===== src/rtl/pipe_stage_reg.sv =====
// -----------------------------------------------------------------------------
// pipe_stage_reg: reusable elastic pipeline register between two stages.
//
// Carries a control bundle and a data bundle from an upstream stage to a
// downstream stage. Flush and reset kill every held entry. They also force the
// control bundle to CTRL_SAFE, so a killed instruction can never write the
// register file or memory.
//
// Handshake (both sides): a transfer happens on a rising edge where valid and
// ready are both high. A valid entry stays stable until it is taken. Ready may
// depend on valid, but valid never depends on ready.
//
// Parameters:
//   DATA_W    data bundle width. Only the main copy is cleared on reset.
//   CTRL_W    control bundle width.
//   CTRL_SAFE control value loaded on reset and on flush.
//   SKID      1: main + skid entries, with o_in_ready driven from a flop.
//             0: single entry, with o_in_ready combinational.
//   CNT_W     perf counter width. It exists only with PIPE_STAGE_PERF_EN.
//
// Optional feature (macro PIPE_STAGE_PERF_EN): adds two outputs.
//   o_stall_cnt counts cycles where o_out_valid is high and i_out_ready is low.
//   o_flush_cnt counts valid entries killed by flush.
//
// Ports:
//   i_clk, i_reset       clock (rising edge) and synchronous active-high reset
//   i_flush              kill all held entries on this edge
//   i_in_valid/o_in_ready, i_in_ctrl/i_in_data      upstream side
//   o_out_valid/i_out_ready, o_out_ctrl/o_out_data  downstream side (main entry)
//   o_occupancy          number of held entries (0..2)
// -----------------------------------------------------------------------------
module pipe_stage_reg #(
    parameter int                DATA_W    = 96,
    parameter int                CTRL_W    = 16,
    parameter logic [CTRL_W-1:0] CTRL_SAFE = '0,
    parameter int                SKID      = 1
`ifdef PIPE_STAGE_PERF_EN
    ,
    parameter int                CNT_W     = 32
`endif
) (
    input  logic              i_clk,
    input  logic              i_reset,
    input  logic              i_flush,
    input  logic              i_in_valid,
    output logic              o_in_ready,
    input  logic [CTRL_W-1:0] i_in_ctrl,
    input  logic [DATA_W-1:0] i_in_data,
    output logic              o_out_valid,
    input  logic              i_out_ready,
    output logic [CTRL_W-1:0] o_out_ctrl,
    output logic [DATA_W-1:0] o_out_data,
    output logic [1:0]        o_occupancy
`ifdef PIPE_STAGE_PERF_EN
    ,
    output logic [CNT_W-1:0]  o_stall_cnt,
    output logic [CNT_W-1:0]  o_flush_cnt
`endif
);

    // Main entry: always the one presented downstream.
    logic              main_valid_q, main_valid_d;
    logic [CTRL_W-1:0] main_ctrl_q,  main_ctrl_d;
    logic [DATA_W-1:0] main_data_q,  main_data_d;
    logic              skid_valid;
    logic              accept;

    // An entry offered during a flush is dropped, even when ready is high.
    assign accept = i_in_valid & o_in_ready & ~i_flush;

    always_ff @(posedge i_clk) begin
        if (i_reset) begin
            main_valid_q <= 1'b0;
            main_ctrl_q  <= CTRL_SAFE;
            main_data_q  <= '0;
        end else if (i_flush) begin
            // Data is held on flush; only valid and ctrl are made safe.
            main_valid_q <= 1'b0;
            main_ctrl_q  <= CTRL_SAFE;
        end else begin
            main_valid_q <= main_valid_d;
            main_ctrl_q  <= main_ctrl_d;
            main_data_q  <= main_data_d;
        end
    end

    generate
        if (SKID != 0) begin : g_skid
            logic              skid_valid_q, skid_valid_d;
            logic [CTRL_W-1:0] skid_ctrl_q,  skid_ctrl_d;
            logic [DATA_W-1:0] skid_data_q,  skid_data_d;
            logic              in_ready_q;

            always_comb begin
                main_valid_d = main_valid_q;
                main_ctrl_d  = main_ctrl_q;
                main_data_d  = main_data_q;
                skid_valid_d = skid_valid_q;
                skid_ctrl_d  = skid_ctrl_q;
                skid_data_d  = skid_data_q;
                if (!main_valid_q) begin
                    // The skid entry is never valid while main is empty.
                    if (accept) begin
                        main_valid_d = 1'b1;
                        main_ctrl_d  = i_in_ctrl;
                        main_data_d  = i_in_data;
                    end
                end else if (i_out_ready) begin
                    if (skid_valid_q) begin
                        // No accept is possible here: ready is low while the skid entry is full.
                        main_ctrl_d  = skid_ctrl_q;
                        main_data_d  = skid_data_q;
                        skid_valid_d = 1'b0;
                    end else if (accept) begin
                        main_ctrl_d  = i_in_ctrl;
                        main_data_d  = i_in_data;
                    end else begin
                        main_valid_d = 1'b0;
                    end
                end else if (accept) begin
                    // Downstream stalled: park the new entry in the skid entry.
                    skid_valid_d = 1'b1;
                    skid_ctrl_d  = i_in_ctrl;
                    skid_data_d  = i_in_data;
                end
            end

            always_ff @(posedge i_clk) begin
                if (i_reset || i_flush) begin
                    skid_valid_q <= 1'b0;
                    skid_ctrl_q  <= CTRL_SAFE;
                    in_ready_q   <= 1'b1;
                end else begin
                    skid_valid_q <= skid_valid_d;
                    skid_ctrl_q  <= skid_ctrl_d;
                    skid_data_q  <= skid_data_d;
                    // Ready is registered from the next skid state, so it equals ~skid_valid_q.
                    in_ready_q   <= ~skid_valid_d;
                end
            end

            assign o_in_ready = in_ready_q;
            assign skid_valid = skid_valid_q;
        end else begin : g_noskid
            logic emit;

            assign emit       = main_valid_q & i_out_ready;
            assign o_in_ready = ~main_valid_q | i_out_ready;
            assign skid_valid = 1'b0;

            always_comb begin
                main_valid_d = main_valid_q;
                main_ctrl_d  = main_ctrl_q;
                main_data_d  = main_data_q;
                if (accept) begin
                    main_valid_d = 1'b1;
                    main_ctrl_d  = i_in_ctrl;
                    main_data_d  = i_in_data;
                end else if (emit) begin
                    main_valid_d = 1'b0;
                end
            end
        end
    endgenerate

    assign o_out_valid = main_valid_q;
    assign o_out_ctrl  = main_ctrl_q;
    assign o_out_data  = main_data_q;
    assign o_occupancy = {1'b0, main_valid_q} + {1'b0, skid_valid};

`ifdef PIPE_STAGE_PERF_EN
    logic [CNT_W-1:0] stall_cnt_q;
    logic [CNT_W-1:0] flush_cnt_q;

    // Both counters wrap naturally modulo 2^CNT_W.
    always_ff @(posedge i_clk) begin
        if (i_reset) begin
            stall_cnt_q <= '0;
            flush_cnt_q <= '0;
        end else begin
            if (main_valid_q && !i_out_ready) begin
                stall_cnt_q <= stall_cnt_q + 1'b1;
            end
            if (i_flush) begin
                flush_cnt_q <= flush_cnt_q + CNT_W'(o_occupancy);
            end
        end
    end

    assign o_stall_cnt = stall_cnt_q;
    assign o_flush_cnt = flush_cnt_q;
`endif

endmodule


===== config.mk =====
export PLATFORM = sky130hd
export DESIGN_NAME = pipe_stage_reg
export DESIGN_NICKNAME = d
export VERILOG_FILES = /design/src/rtl/pipe_stage_reg.sv
export SDC_FILE = /design/constraint.sdc
export NUM_CORES = 1
export LEC_CHECK = 0
export BUFFER_PORTS_ARGS = -buffer_cell sky130_fd_sc_hd__clkbuf_2
export CAP_MARGIN = 20
export CELL_PAD_IN_SITES_DETAIL_PLACEMENT = 0
export CELL_PAD_IN_SITES_GLOBAL_PLACEMENT = 2
export CORE_AREA = 5 5 161 178
export DETAILED_ROUTE_END_ITERATION = 10
export DIE_AREA = 0 0 166 183
export GPL_TIMING_DRIVEN = 0
export PLACE_DENSITY_LB_ADDON = 0.1
export SETUP_SLACK_MARGIN = 0.15
export SYNTH_ARGS = -nofsm -noshare
export SYNTH_HDL_FRONTEND = slang
export SYNTH_SLANG_ARGS = --single-unit

===== constraint.sdc =====
create_clock -name i_clk -period 25.3 [get_ports i_clk]
set_clock_uncertainty 0.2 [all_clocks]
set_input_delay 1.265 -clock i_clk [delete_from_list [all_inputs] [get_ports i_clk]]
set_output_delay 1.265 -clock i_clk [all_outputs]
set_load 0.005 [all_outputs]

==> metrics.cfg <==
[placement]
io_buffers = 230
postPlaceCellArea_um2 = 10900
hpwl_um = 21300
globalplace.congestion = 0.747

[routing]
post_drt_wl_per_cell_um = 20.7
vias = 8005
vias_per_cell = 5.36
dr.pass1.iters = 4
drt_first_iter_violations = 530
drc = 0
drtAntennaViolNets = 0
drt-total-wl_um = 31000

[synthesis]
synth_compound_area_share_pct = 22.8
syn-cell-area_um2 = 9130
synthFlopType = dfxtp_1
synthAdderAreaFrac_pct = 0.137
yosys_register_bits = 227
avgSynthCellArea_um2 = 10.8
yosys_warnings = 0
synthMuxAreaShare_pct = 0
synthArstFlopShare_pct = 0
syn_inst = 847
yosysUniqueCellTypes = 31
synth_fp_nets = 965
synth_edf_count = 96
synthXorXnorAreaFrac_pct = 0
synthSimpleGateAreaFrac_pct = 11.5
ys_seq_area_share_pct = 60.3
synth_top_family_by_area = compound AO/OA/AOI/OAI gates

[pwr]
ir_drop_mv = 0.0463
p_per_area_nw_per_um2 = 72.0
p_leak_uw = 0.00444

[clock_network]
clockRootBuffer = clkbuf_16
htree_levels = 1
clk_pin_slew_ns = 0.06
cts_setup_buffers = 0
clock-sinks = 227
clock_latency_ns = 0.52
hold_buffers = 0
cts_resized = 0
cts_tree = built
cts_buffer_depth = 3
cts_inserted_buffers = 26

[worst_setup_path]
cpMostUsedCell = buf_6
crit_slowest_cell = nor3_2
reg2reg_to = g_skid.skid_data_q[30]
critical_path_arrival_ns = 3.32
r2r_start = o_in_ready
path_buf_inv = 5
cp-start-kind = primary input
r2r_cells = 6
critPathMaxFanout = 12
crit_required_ns = 25.33
path_delay_family = buffers and inverters
cp_slowest_stage_delay_ns = 0.51
crit_path_cell_trace = clkbuf_2, nand3b_1, clkbuf_1, nor3_2, buf_6, buf_6, buf_6
rrSetupSlack_ns = 22.57
end_kind = flip-flop
critPathKind = primary input to flip-flop

[grt]
grt_max_degree = 13
grt_antenna_before_repair = 2
grt_pass1_vias = 8194
grt_use_total_pct = 19.3
top_usage_layer = met2
gr-usage-met2_pct = 31.2
overflow = 0
grt_pass1_wl_um = 47700
grt_use_met3_pct = 3.73
grtUsageMet1_pct = 26.9

[timing]
rsz0062_at_grt = no
slew_violations = 0
fin_hold_ws_ns = 0.277
slew_headroom_pct = 54.1
fin_setup_tns_ns = 0
timing.fmax_mhz = 304
setup_viol = 0
hold_viol_final = 0
tightest_slew_ns = 0.689
period_share_pct = 13.0
finalCriticalPeriod_ns = 3.28

[floorplan]
core_area_um2 = 26700
ios = 233
die_w_um = 166
rows = 63
dieArea_um2 = 30400
start_util_pct = 34.2
die_y_um = 183

[cells_and_area]
stdcell_area_um2 = 11700
syn_to_final_growth_pct = 27.9
fill_cells = 2686
drive_gt1_share_pct = 30.2
fin_util_pct = 43.7
nets = 1233

[run]
maxCapViolCount = 0

[run_status]
outcome = complete, no violations

[worst_hold_path]
holdPathStages = 2
hp-class = flip-flop to flip-flop
whs_endpoint = g_skid.skid_ctrl_q[9]
hp-start = g_skid.skid_ctrl_q[9]

==> cell usage after synthesis, types with 2 or more instances <==
| library cell | count | area share [%] |
|---|---|---|
| nand3_1 | 111 | 6.1 |
| dfxtp_1 | 131 | 29 |
| o21a_1 | 17 | 1.4 |
| nand2b_1 | 2 | 0.14 |
| buf_1 | 6 | 0.25 |
| o21ai_0 | 17 | 0.93 |
| nand2_1 | 112 | 4.6 |
| a21boi_0 | 17 | 1.4 |
| buf_2 | 33 | 1.8 |
| edfxtp_1 | 96 | 32 |
| buf_4 | 10 | 0.82 |
| a311oi_1 | 95 | 9.1 |
| a21oi_1 | 17 | 0.93 |
| nor2_1 | 2 | 0.082 |
| a31oi_1 | 96 | 6.6 |
| o221a_2 | 16 | 2.0 |
| clkbuf_1 | 55 | 2.3 |
==> worst reg2reg max path: stages, from the launching register on <==
cell      delay (ns)
dfxtp_1         0.40
nand3b_1        0.33
clkbuf_1        0.35
nor3_2          0.51
buf_6           0.26
buf_6           0.19
buf_6           0.18
==> worst max-delay path by stage <==
| stage | startpoint | to | slack, ns | depth (start not counted) |
|---|---|---|---|---|
| after floorplan | i_out_ready | g_skid.skid_data_q[0] | 16.01 | 5 |
| after global placement | i_flush | g_skid.skid_data_q[34] | 11.57 | 4 |
| after detailed placement | i_flush | g_skid.skid_data_q[34] | 21.46 | 7 |
| after CTS | i_flush | g_skid.skid_data_q[22] | 22.02 | 7 |
| after global routing | i_flush | g_skid.skid_data_q[22] | 21.91 | 7 |
| final | i_flush | g_skid.skid_data_q[30] | 22.02 | 7 |
==> final cells by class <==
class	count	area [um2]	share of cell area [%]
antenna	1	2.50	0.0214
buffer	105	480	4.11
clock buffer	39	751	6.43
clock inverter	9	68.8	0.589
inverter	1	3.75	0.0321
multi-input combinational	514	3150	27.0
sequential	227	5510	47.1
tap	357	447	3.82
timing repair buffer	240	1270	10.9
==> metrics by stage <==
| step | cells | power [uW] | setup WS (ns) |
|---|---|---|---|
| CTS | 1492 | 850 | 22.02 |
| detailed placement | 1444 | 484 | 21.46 |
| global placement | 1434 | 484 | 11.57 |
| finish | 1493 | 841 | 22.02 |
| floorplan | 847 | 444 | 16.01 |
| global route | 1493 | 874 | 21.91 |
==> sequential cells by signal (all words and copies together) (netlist names), named ones only <==
| signal | count |
|---|---|
| g_skid.skid_ctrl_q | 16 |
| o_in_ready | 1 |
| o_out_valid | 1 |
| o_out_data | 96 |
| o_out_ctrl | 16 |
| g_skid.skid_data_q | 96 |
==> placed cells by master, fill, tap and decap left out, types with 17 or more instances in the layout <==
cell type and n:
clkbuf_2 230, dfxtp_1 131, nand2_1 112, nand3_1 111, a31oi_1 96, edfxtp_1 96, a311oi_1 95, clkbuf_1 64
buf_2 33, clkbuf_16 27, o21ai_0 17, a21oi_1 17, a21boi_0 17, o21a_1 17
==> where the power goes <==
| group | internal [uW] | switching, uW |
|---|---|---|
| Clock | 214 | 151 |
| Sequential | 394 | 7.61 |
| Combinational | 30.8 | 43.9 |
==> kinds of logic after synthesis <==
| kind of cell | after synthesis |
|---|---|
| AO/OA/AOI/OAI | 279 |
| adder cells (fa/ha/maj) | 1 |
| buffers and inverters | 106 |
| flip-flops | 227 |
| AND/OR/NAND/NOR | 234 |
==> layer usage <==
| layer | share of wire [%] | up-vias |
|---|---|---|
| met5 | 0.042 | - |
| met1 | 46 | 3880 |
| met4 | 2.0 | 2 |
| met3 | 5.6 | 47 |
| met2 | 47 | 247 |
| li1 | - | 3829 |
No activity file was read; power rests on OpenSTA's default activity.
